$ cat src/rtl/alu_seq_muldiv.sv
// Registered EX-stage ALU: single-cycle ops plus iterative unsigned multiply/divide
// behind a valid/ready handshake.
module alu_seq_muldiv #(
    parameter int WIDTH = 32,
    parameter int CNT_W = 6
) (
    input  logic             clk_i,
    input  logic             rst_i,
    input  logic             valid_i,
    input  logic [3:0]       ctrl_i,
    input  logic [WIDTH-1:0] src1_i,
    input  logic [WIDTH-1:0] src2_i,
    output logic             ready_o,
    output logic             valid_o,
    output logic [WIDTH-1:0] result_o,
    output logic [WIDTH-1:0] hi_o,
    output logic             zero_o,
    output logic             ovf_o
);

    localparam logic [3:0] OP_AND   = 4'b0000;
    localparam logic [3:0] OP_OR    = 4'b0001;
    localparam logic [3:0] OP_ADD   = 4'b0010;
    localparam logic [3:0] OP_SUB   = 4'b0110;
    localparam logic [3:0] OP_SLT   = 4'b0111;
    localparam logic [3:0] OP_SLTU  = 4'b1000;
    localparam logic [3:0] OP_MULTU = 4'b1001;
    localparam logic [3:0] OP_DIVU  = 4'b1010;
    localparam logic [3:0] OP_NOR   = 4'b1100;

    typedef enum logic [1:0] {IDLE, MUL, DIV} state_t;

    state_t           state;
    logic [CNT_W-1:0] cnt;
    logic             fin;
    logic [WIDTH-1:0] opb;
    logic [WIDTH-1:0] acc_hi;
    logic [WIDTH-1:0] acc_lo;

    logic             accept;
    logic [WIDTH-1:0] alu_res;
    logic             alu_ovf;
    logic [WIDTH-1:0] sum;
    logic [WIDTH-1:0] diff;

    assign accept  = valid_i & ready_o;
    assign ready_o = (state == IDLE);
    assign zero_o  = (result_o == '0);
    assign sum     = src1_i + src2_i;
    assign diff    = src1_i - src2_i;

    always_comb begin
        alu_res = '0;
        alu_ovf = 1'b0;
        case (ctrl_i)
            OP_AND:  alu_res = src1_i & src2_i;
            OP_OR:   alu_res = src1_i | src2_i;
            OP_NOR:  alu_res = ~(src1_i | src2_i);
            OP_ADD: begin
                alu_res = sum;
                alu_ovf = (src1_i[WIDTH-1] == src2_i[WIDTH-1]) && (sum[WIDTH-1] != src1_i[WIDTH-1]);
            end
            OP_SUB: begin
                alu_res = diff;
                alu_ovf = (src1_i[WIDTH-1] != src2_i[WIDTH-1]) && (diff[WIDTH-1] != src1_i[WIDTH-1]);
            end
            OP_SLT:  alu_res = {{(WIDTH-1){1'b0}}, $signed(src1_i) < $signed(src2_i)};
            OP_SLTU: alu_res = {{(WIDTH-1){1'b0}}, src1_i < src2_i};
            default: ;
        endcase
    end

    // One shift-add step: {hi,lo} shifts right, multiplier bit consumed from lo[0]
    logic [WIDTH:0] mul_sum;
    assign mul_sum = {1'b0, acc_hi} + (acc_lo[0] ? {1'b0, opb} : '0);

    // One restoring step: remainder in hi, dividend shifts out of lo as quotient shifts in
    logic [WIDTH:0]   div_shift;
    logic             div_geq;
    logic [WIDTH-1:0] div_sub;
    assign div_shift = {acc_hi, acc_lo[WIDTH-1]};
    assign div_geq   = div_shift >= {1'b0, opb};
    assign div_sub   = div_shift[WIDTH-1:0] - opb;

    always_ff @(posedge clk_i) begin
        if (rst_i) begin
            state    <= IDLE;
            cnt      <= '0;
            fin      <= 1'b0;
            opb      <= '0;
            acc_hi   <= '0;
            acc_lo   <= '0;
            valid_o  <= 1'b0;
            result_o <= '0;
            hi_o     <= '0;
            ovf_o    <= 1'b0;
        end else begin
            valid_o <= 1'b0;
            case (state)
                IDLE: if (accept) begin
                    if (ctrl_i == OP_MULTU || ctrl_i == OP_DIVU) begin
                        state  <= (ctrl_i == OP_MULTU) ? MUL : DIV;
                        cnt    <= CNT_W'(WIDTH-1);
                        fin    <= 1'b0;
                        acc_hi <= '0;
                        acc_lo <= (ctrl_i == OP_MULTU) ? src2_i : src1_i;
                        opb    <= (ctrl_i == OP_MULTU) ? src1_i : src2_i;
                    end else begin
                        result_o <= alu_res;
                        hi_o     <= '0;
                        ovf_o    <= alu_ovf;
                        valid_o  <= 1'b1;
                    end
                end
                MUL, DIV: begin
                    // fin marks that the counter==0 iteration has been applied; publish next edge
                    if (fin) begin
                        result_o <= acc_lo;
                        hi_o     <= acc_hi;
                        ovf_o    <= 1'b0;
                        valid_o  <= 1'b1;
                        state    <= IDLE;
                    end else begin
                        if (state == MUL) begin
                            acc_hi <= mul_sum[WIDTH:1];
                            acc_lo <= {mul_sum[0], acc_lo[WIDTH-1:1]};
                        end else begin
                            acc_hi <= div_geq ? div_sub : div_shift[WIDTH-1:0];
                            acc_lo <= {acc_lo[WIDTH-2:0], div_geq};
                        end
                        cnt <= cnt - 1'b1;
                        fin <= (cnt == '0);
                    end
                end
                default: state <= IDLE;
            endcase
        end
    end

endmodule

$ cat config.mk
export PLATFORM = sky130hd
export DESIGN_NAME = alu_seq_muldiv
export DESIGN_NICKNAME = d
export VERILOG_FILES = /design/src/rtl/alu_seq_muldiv.sv
export SDC_FILE = /design/constraint.sdc
export NUM_CORES = 1
export LEC_CHECK = 0
export CAP_MARGIN = 30
export CORE_ASPECT_RATIO = 1.25
export CORE_MARGIN = 2
export CORE_UTILIZATION = 30
export CTS_BUF_LIST = sky130_fd_sc_hd__clkbuf_2
export CTS_CLUSTER_SIZE = 30
export DETAILED_ROUTE_END_ITERATION = 8
export DONT_BUFFER_PORTS = 1
export PLACE_DENSITY_LB_ADDON = 0.12
export SLEW_MARGIN = 10
export SYNTH_ARGS = -nofsm -noshare
export SYNTH_HDL_FRONTEND = slang
export SYNTH_SLANG_ARGS = --single-unit
export TNS_END_PERCENT = 5
$ cat constraint.sdc
create_clock -name clk_i -period 5.1 [get_ports clk_i]
set_input_delay 0.765 -clock clk_i [delete_from_list [all_inputs] [get_ports clk_i]]
set_output_delay 0.765 -clock clk_i [all_outputs]
set_load 0.02 [all_outputs]
==> flow_metrics.tcl <==
set metrics [dict create \
    ys.warnings.count 0 \
    fp.coreArea_um2 54000 \
    largest_net_degree_at_the_start_of_global_routing 142 \
    num_vias 17000 \
    die_area_um2 56700 \
    achievable-frequency_mhz 244 \
    die_height_um 266 \
    initial_core_util_pct 30.5 \
    multiInputGateArea_um2 11900 \
    clock-root-buffer "sky130_fd_sc_hd__clkbuf_2" \
    drt_pre_antenna_iters 6 \
    critPathLaunchType "flip-flop" \
    area_growth_syn_to_layout_pct 11.6 \
    top_ff_cell_synth "sky130_fd_sc_hd__dfxtp_1" \
    cellLeakagePower_uw 0.00735 \
    critical-path-top-delay-family "compound AO/OA/AOI/OAI gates" \
    avgViaCountPerCell 5.67 \
    post-route-drc-count 0 \
    floorplan.die.width_um 213 \
    port-buffer-count 0 \
    setup.reg_to_reg.worst_slack_ps 1010 \
    instance_count_of_the_mapped_netlist 2240 \
    path_clk_slew_ps 360 \
    synth.top_cell.area_share_pct 20.8 \
    fp-row-count 95 \
    cts_max_path_buffers 2 \
    timing.max_cap.violations 0 \
    detailedPlacementHpwl_um 52000 \
    synthArstFlopShare_pct 0 \
    arrival_ps 5070 \
    timing.setup.critical_path_class "reg2reg" \
    wirelength_um 70300 \
    layout.area.seq_um2 3420 \
    design.portCount 139 \
    cts_tree "built" \
    grt_pass1_vias 16700 \
    globalRouteTotalUtil_pct 24.7 \
    hold_path_class "in2reg" \
    totalNegativeSetupSlack_ps 0 \
    crit_path_max_fanout 23 \
    final_cell_mix "sky130_fd_sc_hd__nor2_1 (317), sky130_fd_sc_hd__a21oi_1 (240), sky130_fd_sc_hd__dfxtp_1 (171)" \
    max_h_tree_level 4 \
    synth_edf_count 0 \
    fin_total_pwr_uw 3590 \
    maxSlewViolCount 0 \
    cts_sinks 171 \
    power-per-cell-area_nw_per_um2 196 \
    mappedNetlistNets 2486 \
    postCtsResizedCells 0 \
    leading_cell_type_in_the_layout_fill_and_taps_excluded "sky130_fd_sc_hd__nor2_1" \
    share_of_synthesized_area_occupied_by_flip_flops_and_latches_pct 20.8 \
    worstPathCellList "and2_1, ha_1, a21o_1, a2111oi_0, nand3b_1, nand2b_1, a221o_2, a221oi_2, o31ai_1, xor2_1, a221o_1" \
    synth.lib_cells_used.distinct 88 \
    gp_routability_congestion 0.950 \
    global_route_wire_length_before_repair_um 105000 \
    outcome "completed" \
    critical-path-max-stage-delay_ps 910 \
    grt_antenna_before_repair 4 \
    critPathCaptureType "flip-flop" \
    yosys_register_bits 171 \
    hold_viol_final 0 \
    tightestPinTransition_ps 994 \
    per_cell_routed_wire_length_um 23.5 \
    worstPathRequired_ps 6080 \
    globalRouteOverflowTotal 0 \
    drive_gt1_share_pct 5.17 \
    syn_avg_cell_area_um2 7.34 \
    finish_stage_setup_viols 0 \
    final.min_clock_period_ps 4090 \
    synth.largest_area_cell "sky130_fd_sc_hd__dfxtp_1" \
    nets 2496 \
    nFillCells 5913 \
    postRouteAntennaNets 0 \
    numCtsBuffers 17 \
    rsz0062_at_grt "false" \
    synth.cell_area_um2 16400 \
    min_period_over_period_pct 80.2 \
    critical_path_buf_inv_count 0 \
    clock_skew_ps 80.8 \
    detail_route.iter0.violations 959 \
    power.ir.vdd_worst_v 0.000152 \
    cp_slowest_cell "sky130_fd_sc_hd__dfxtp_1" \
    max-slew-margin-rel_pct 33.8 \
    clock_insertion_delay_worst_skew_ps 1130 \
    ranking_of_synthesized_cells_by_area "sky130_fd_sc_hd__dfxtp_1 (21%), sky130_fd_sc_hd__ha_1 (13%), sky130_fd_sc_hd__a21oi_1 (7.3%)" \
]
==> worst reg2reg max path, cell delays in order (launching register included) <==
cell	delay, ps
sky130_fd_sc_hd__dfxtp_1	910
sky130_fd_sc_hd__and2_1	250
sky130_fd_sc_hd__ha_1	290
sky130_fd_sc_hd__a21o_1	200
sky130_fd_sc_hd__a2111oi_0	680
sky130_fd_sc_hd__nand3b_1	200
sky130_fd_sc_hd__nand2b_1	70
sky130_fd_sc_hd__a221o_2	380
sky130_fd_sc_hd__a221oi_2	350
sky130_fd_sc_hd__o31ai_1	170
sky130_fd_sc_hd__xor2_1	160
sky130_fd_sc_hd__a221o_1	340
==> metal layers <==
layer | GRT usage, % | wire length, um
met3 | 3.73 | 2600
met4 | 12.0 | 3400
met1 | 28.1 | 28700
met5 | 0 | 13
met2 | 44.5 | 35600
==> metrics by stage <==
stage          setup WS [ps]  std cells  utilization, %  hold slack [ps]  area, um^2
4_1_cts                 1030       2990            34.0             3.07       18300
3_3_place_gp             951       2862            31.8              496       17100
5_1_grt                  886       2995            34.0              116       18300
2_1_floorplan           1580       2240               -              481       16400
3_5_place_dp             856       2862            31.8              506       17100
6_report                1010       2995            34.0              143       18300
==> cell type report <==
cell class,count,area share (%)
diodes,5,0.0682
well taps,727,4.96
multi-input cells,1769,65.0
flip-flops and latches,171,18.7
repair buffers,136,6.97
clock inverters,14,0.628
inverters,155,3.17
clock buffers,18,0.491
==> report_power, final <==
group / internal (uW) / total [uW] / switching (uW)
clock: 142 / 781 / 640
combinational: 497 / 1350 / 852
sequential: 1390 / 1460 / 76.4
==> worst paths after layout <==
kind,from,end,cells past startpoint
setup / recovery,acc_lo[0],acc_hi[29],11
hold / removal,src2_i[5],opb[5],4
setup reg to reg,acc_lo[0],acc_hi[29],11
hold reg to reg,cnt[1],cnt[1],2
==> cell usage after synthesis, drive strengths merged (5+ instances only) <==
cell type / count
a221o: 16
nand3: 37
a311oi: 10
nand3b: 6
nor2: 321
o22ai: 16
xnor2: 42
nand2b: 17
nand4: 14
o21bai: 19
o221ai: 16
nor4: 15
and2: 40
inv: 154
xor2: 29
clkbuf: 119
ha: 171
a221oi: 45
a21o: 33
a211o: 7
a2111oi: 8
o21a: 8
nor3: 47
o21ai: 107
a31oi: 15
a211oi: 123
a21oi: 242
or3: 13
a32o: 5
and3: 20
buf: 26
mux2i: 49
nand2: 111
o211ai: 16
dfxtp: 171
nor2b: 22
a22oi: 46
o31ai: 14
==> logic make-up (layout without fill, tap and decap cells) <==
logic type,Yosys count,in the layout,share of synthesized area [%]
AOI/OAI and AO/OA,795,795,33.1
xor gates and xnor gates,71,71,3.78
adders and majority gates,175,175,13.5
buffers and inverters,300,323,6.96
DFF,171,171,20.8
muxes,50,50,3.05
other,0,5,0
and+or+nand+nor,678,678,18.8
==> flip-flops by register name (all words and copies together) (netlist names) <==
register	count
acc_hi	32
acc_lo	32
cnt	6
fin	1
hi_o	32
opb	32
ovf_o	1
result_o	32
state	2
valid_o	1
==> what timing repair did <==
action,CTS,global route
hold buffers,96,0
endpoints found under the hold margin,153,0
setup buffers,0,0
Power figures use the tool's default switching activity.
==> RTL edit 1 (same flow settings) <==
Encoding of `state_t`: now one-hot (3 bits for 3 states).
--- a/src/rtl/alu_seq_muldiv.sv
+++ b/src/rtl/alu_seq_muldiv.sv
@@ -28,7 +28,7 @@
     localparam logic [3:0] OP_DIVU  = 4'b1010;
     localparam logic [3:0] OP_NOR   = 4'b1100;
 
-    typedef enum logic [1:0] {IDLE, MUL, DIV} state_t;
+    typedef enum logic [2:0] {IDLE = 3'b001, MUL = 3'b010, DIV = 3'b100} state_t;
 
     state_t           state;
     logic [CNT_W-1:0] cnt;
Behaviour: no difference found for any inputs over 4 cycles, from zero or initial values and one cycle with rst_i high; so few cycles prove little.
==> RTL edit 1 against the original RTL <==
Highest routed layer is now met4. Final cell count is 2.4% lower. Largest power group unchanged. Routed wire length is 10% lower. Combinational power is 14% lower. Area after synthesis is 0.18% lower. Critical path type unchanged. Cell area is 5.3% lower. Setup slack better by 0.048 ns. Global-route usage is 2.5 points lower. Sequential cell count is 1 higher. Total power is 4.4% lower. Die area is 0.18% lower.
==> RTL edit 1: results <==
{
  "syn-num-nets": 2522,
  "worst_path_dominant_cell_family": "compound AO/OA/AOI/OAI gates",
  "synth_compound_area_share_pct": 31.21,
  "clock_latency_ns": 0.92,
  "grt_antenna_before_repair": 1,
  "synth_xor_area_share_pct": 4.218,
  "synthArstFlopShare_pct": 0,
  "wl_per_cell_um": 21.64,
  "avgViaCountPerCell": 5.579,
  "grt_max_degree": 140,
  "hold_class": "in2reg",
  "p_leak_nw": 7.015,
  "status": "completed",
  "io_buffers": 0,
  "drt_iter0_markers": 1276,
  "vdd_ir_drop_max_mv": 0.1163,
  "use_met2_pct": 37.94,
  "grt_pass1_vias": 15760,
  "synthAdderAreaFrac_pct": 13.30,
  "cts_max_level": 4,
  "final_nets": 2424,
  "finalSetupTns_ns": 0,
  "switching_power_mw": 1.377,
  "ys_seq_area_share_pct": 20.99,
  "cp.arrival_ns": 4.85,
  "comb_cell_power_mw": 1.16,
  "synth_common_cells": "nor2_1, nand2_1, a21oi_1, dfxtp_1, ha_1",
  "synth_mux_area_share_pct": 3.242,
  "clk_transition_reported_paths_ns": 0.27,
  "met3_usage_pct": 3.164,
  "cts_made_buffers": 17,
  "worst_pin_slew_ns": 0.9127,
  "grtUsageTotal_pct": 22.17,
  "ys_top_cells_by_area": "dfxtp_1, ha_1, nor2_1",
  "drt_pass1_iterations": 7,
  "cts_resized": 0,
  "cts_setup_buffers": 0,
  "gp_congestion": 0.8962,
  "slowest_delay_ns": 0.94,
  "finClkSkew_ns": 0.05394,
  "critPathMaxFanout": 27,
  "yosys_warnings": 0,
  "critical_path.slowest_cell": "dfxtp_1",
  "clk_path_buf_depth": 2,
  "cts_hold_buf": 1,
  "layout-drive-gt1-share_pct": 4.512,
  "ys_types": 77,
  "dpl.hpwl_um": 49070,
  "seq-power_mw": 1.46,
  "cts_root_buffer": "clkbuf_2",
  "gr-usage-met1_pct": 28.59,
  "grt_pass1_wl_um": 96470
}
## RTL edit 1: cell count changes after synthesis, moves of 11 or more
cell,delta
nand2_1,+88
a211oi_1,-52
a21oi_1,-47
o21ai_0,+47
nor2_1,-24
a31oi_1,+22
a21o_1,+15
o221ai_1,-15
xnor2_1,+15
a311oi_1,+13
a22o_1,+11
nor2b_1,-11
## RTL edit 1: worst paths after layout
| kind | start | endpoint | slack [ns] | cells past startpoint |
|---|---|---|---|---|
| max | acc_lo[0] | acc_hi[24] | 1.06 | 13 |
| min | rst_i | state[0] | 0.1 | 2 |
| max reg2reg | acc_lo[0] | acc_hi[24] | 1.06 | 13 |
| min reg2reg | opb[7] | opb[7] | 0.50 | 2 |
## RTL edit 1: cell type report
type / count / area [um2]
Fill cell: 5941 / 36590
Multi-Input combinational cell: 1810 / 11890
Sequential cell: 172 / 3443
Tap cell: 727 / 909.6
Inverter: 147 / 551.8
Timing Repair Buffer: 33 / 324.1
Clock inverter: 15 / 161.4
Clock buffer: 17 / 85.08
Antenna cell: 1 / 2.502
## RTL edit 1: through the flow
step	instances	total power, mW	cell area [um2]	setup slack, ns
floorplan	2279	2.311	16400	1.785
global placement	2883	2.606	17000	1.084
detailed placement	2886	2.604	17050	0.9872
CTS	2919	3.466	17320	0.9515
global route	2922	3.631	17370	0.5982
finish	2922	3.433	17370	1.058
## RTL edit 1: kinds of logic after synthesis
logic type | after synthesis
xor gates and xnor gates | 79
adders and majority gates | 172
DFF | 172
and+or+nand+nor | 733
buffers and inverters | 297
AOI/OAI and AO/OA | 773
muxes | 53
## RTL edit 1: metal layers
layer / part of all wire, % / wire length [um] / up-vias
met4: 2.8 / 1779 / 0
met2: 48 / 30370 / 452
met5: 0 / 0 / -
met1: 44 / 27930 / 7753
li1: - / - / 8027
met3: 5.0 / 3153 / 69
==> RTL edit 2 (config.mk and constraints unchanged) <==
Without the edit above. The parameter `WIDTH` goes from 32 to 48.
--- a/src/rtl/alu_seq_muldiv.sv
+++ b/src/rtl/alu_seq_muldiv.sv
@@ -1,7 +1,7 @@
 // Registered EX-stage ALU: single-cycle ops plus iterative unsigned multiply/divide
 // behind a valid/ready handshake.
 module alu_seq_muldiv #(
-    parameter int WIDTH = 32,
+    parameter int WIDTH = 48,
     parameter int CNT_W = 6
 ) (
     input  logic             clk_i,
Interface: changed (resized hi_o, result_o, src1_i and src2_i); port bits go from 139 to 203. The function was not compared with the original's and may differ.
==> RTL edit 2 against the original RTL <==
Total power increased by 69%. Setup slack got worse by 0.069 ns. Cell area is 59% higher. First-iteration DRC count grew 86%. Routed wire length rose by 66%. Hold slack got worse by 0.080 ns. Die area rose by 57%. Sequential cell count is 80 higher. Synthesized cell count increased by 63%. Area after synthesis rose by 58%. Count of clock-buffer cells in the layout up 92.
==> RTL edit 2: results <==
{
  "status": "completed",
  "grt_max_degree": 210,
  "grtUsageTotal_pct": 25.59,
  "r2r-end": "acc_hi[46]",
  "period_share_pct": 81.55,
  "synth_common_cells": "nor2_1, a21oi_1, ha_1, dfxtp_1, nand2_1",
  "ys_seq_area_share_pct": 19.34,
  "drt_iter0_markers": 1786,
  "p_leak_nw": 11.54,
  "r2r_cells": 12,
  "ys_types": 94,
  "place_area_mm2": 0.02703,
  "yosys_warnings": 0,
  "gr-usage-met1_pct": 31.39,
  "worstReg2RegStart": "opb[21]",
  "syn-num-nets": 4013,
  "synth_xor_area_share_pct": 3.505,
  "synthAdderAreaFrac_pct": 12.92,
  "layout-drive-gt1-share_pct": 6.501,
  "vias": 27670,
  "place_ws_ns": 0.7967,
  "slowest_delay_ns": 0.75,
  "grt_antenna_before_repair": 3,
  "gp_congestion": 0.9199,
  "synth_compound_area_share_pct": 34.47,
  "regToRegSetupSlack_ns": 1.04,
  "wl_met1_um": 49180,
  "top_layer_used": "met4",
  "grt_pass1_wl_um": 175100,
  "wl_per_cell_um": 23.93,
  "ys_top_cells_by_area": "dfxtp_1, ha_1, a21oi_1",
  "wl_met2_um": 56380,
  "drt_pass1_iterations": 8,
  "critPathMaxFanout": 3,
  "clk_transition_reported_paths_ns": 0.10,
  "synth_top_flop_cell": "dfxtp_1",
  "cts_made_buffers": 76,
  "critical_path.slowest_cell": "nor4_2",
  "hold_start": "valid_i",
  "cts_hold_buf": 126,
  "crit_end": "zero_o",
  "cp.arrival_ns": 3.39,
  "dpl.hpwl_um": 86430,
  "worst_path_dominant_cell_family": "simple AND/OR/NAND/NOR gates",
  "finClkSkew_ns": 0.05649,
  "clock_latency_ns": 1.17,
  "vdd_ir_drop_max_mv": 0.1359,
  "use_met2_pct": 44.42,
  "clk_path_buf_depth": 3,
  "numPlacedInstances": 4605,
  "syn_avg_cell_area_um2": 7.131,
  "routed_wirelength_um": 116600,
  "grt_pass1_vias": 27490,
  "relSlewSlack_pct": 16.97,
  "synth_mux_area_share_pct": 2.749,
  "cts_max_level": 3,
  "wl_met3_um": 7075
}
[RTL edit 2: changes by cell type in the layout (fill, tap and decap cells not counted), sizes merged, moves of 32 or more]
cell and change:
xnor2 +34, inv +77, nand3 +39, a21oi +148, dfxtp +80, clkbuf +92
nor2 +147, a21o +32, nand2 +130, o21ai +128, ha +91
[RTL edit 2: cell type report]
type,instances,area (um2)
Antenna cell,5,12.51
Clock buffer,110,550.5
Clock inverter,24,200.2
Fill cell,9412,56630
Inverter,238,893.4
Multi-Input combinational cell,2902,19140
Sequential cell,251,5025
Tap cell,1159,1450
Timing Repair Buffer,182,1829
[RTL edit 2: power breakdown]
| group | leakage [nW] | total (mW) | switching (mW) | internal [mW] |
|---|---|---|---|---|
| clock | 0.554 | 1.85 | 1.07 | 0.778 |
| combinational | 8.96 | 2.10 | 1.34 | 0.760 |
| sequential | 2.03 | 2.14 | 0.115 | 2.02 |
| total | 11.5 | 6.08 | 2.52 | 3.56 |
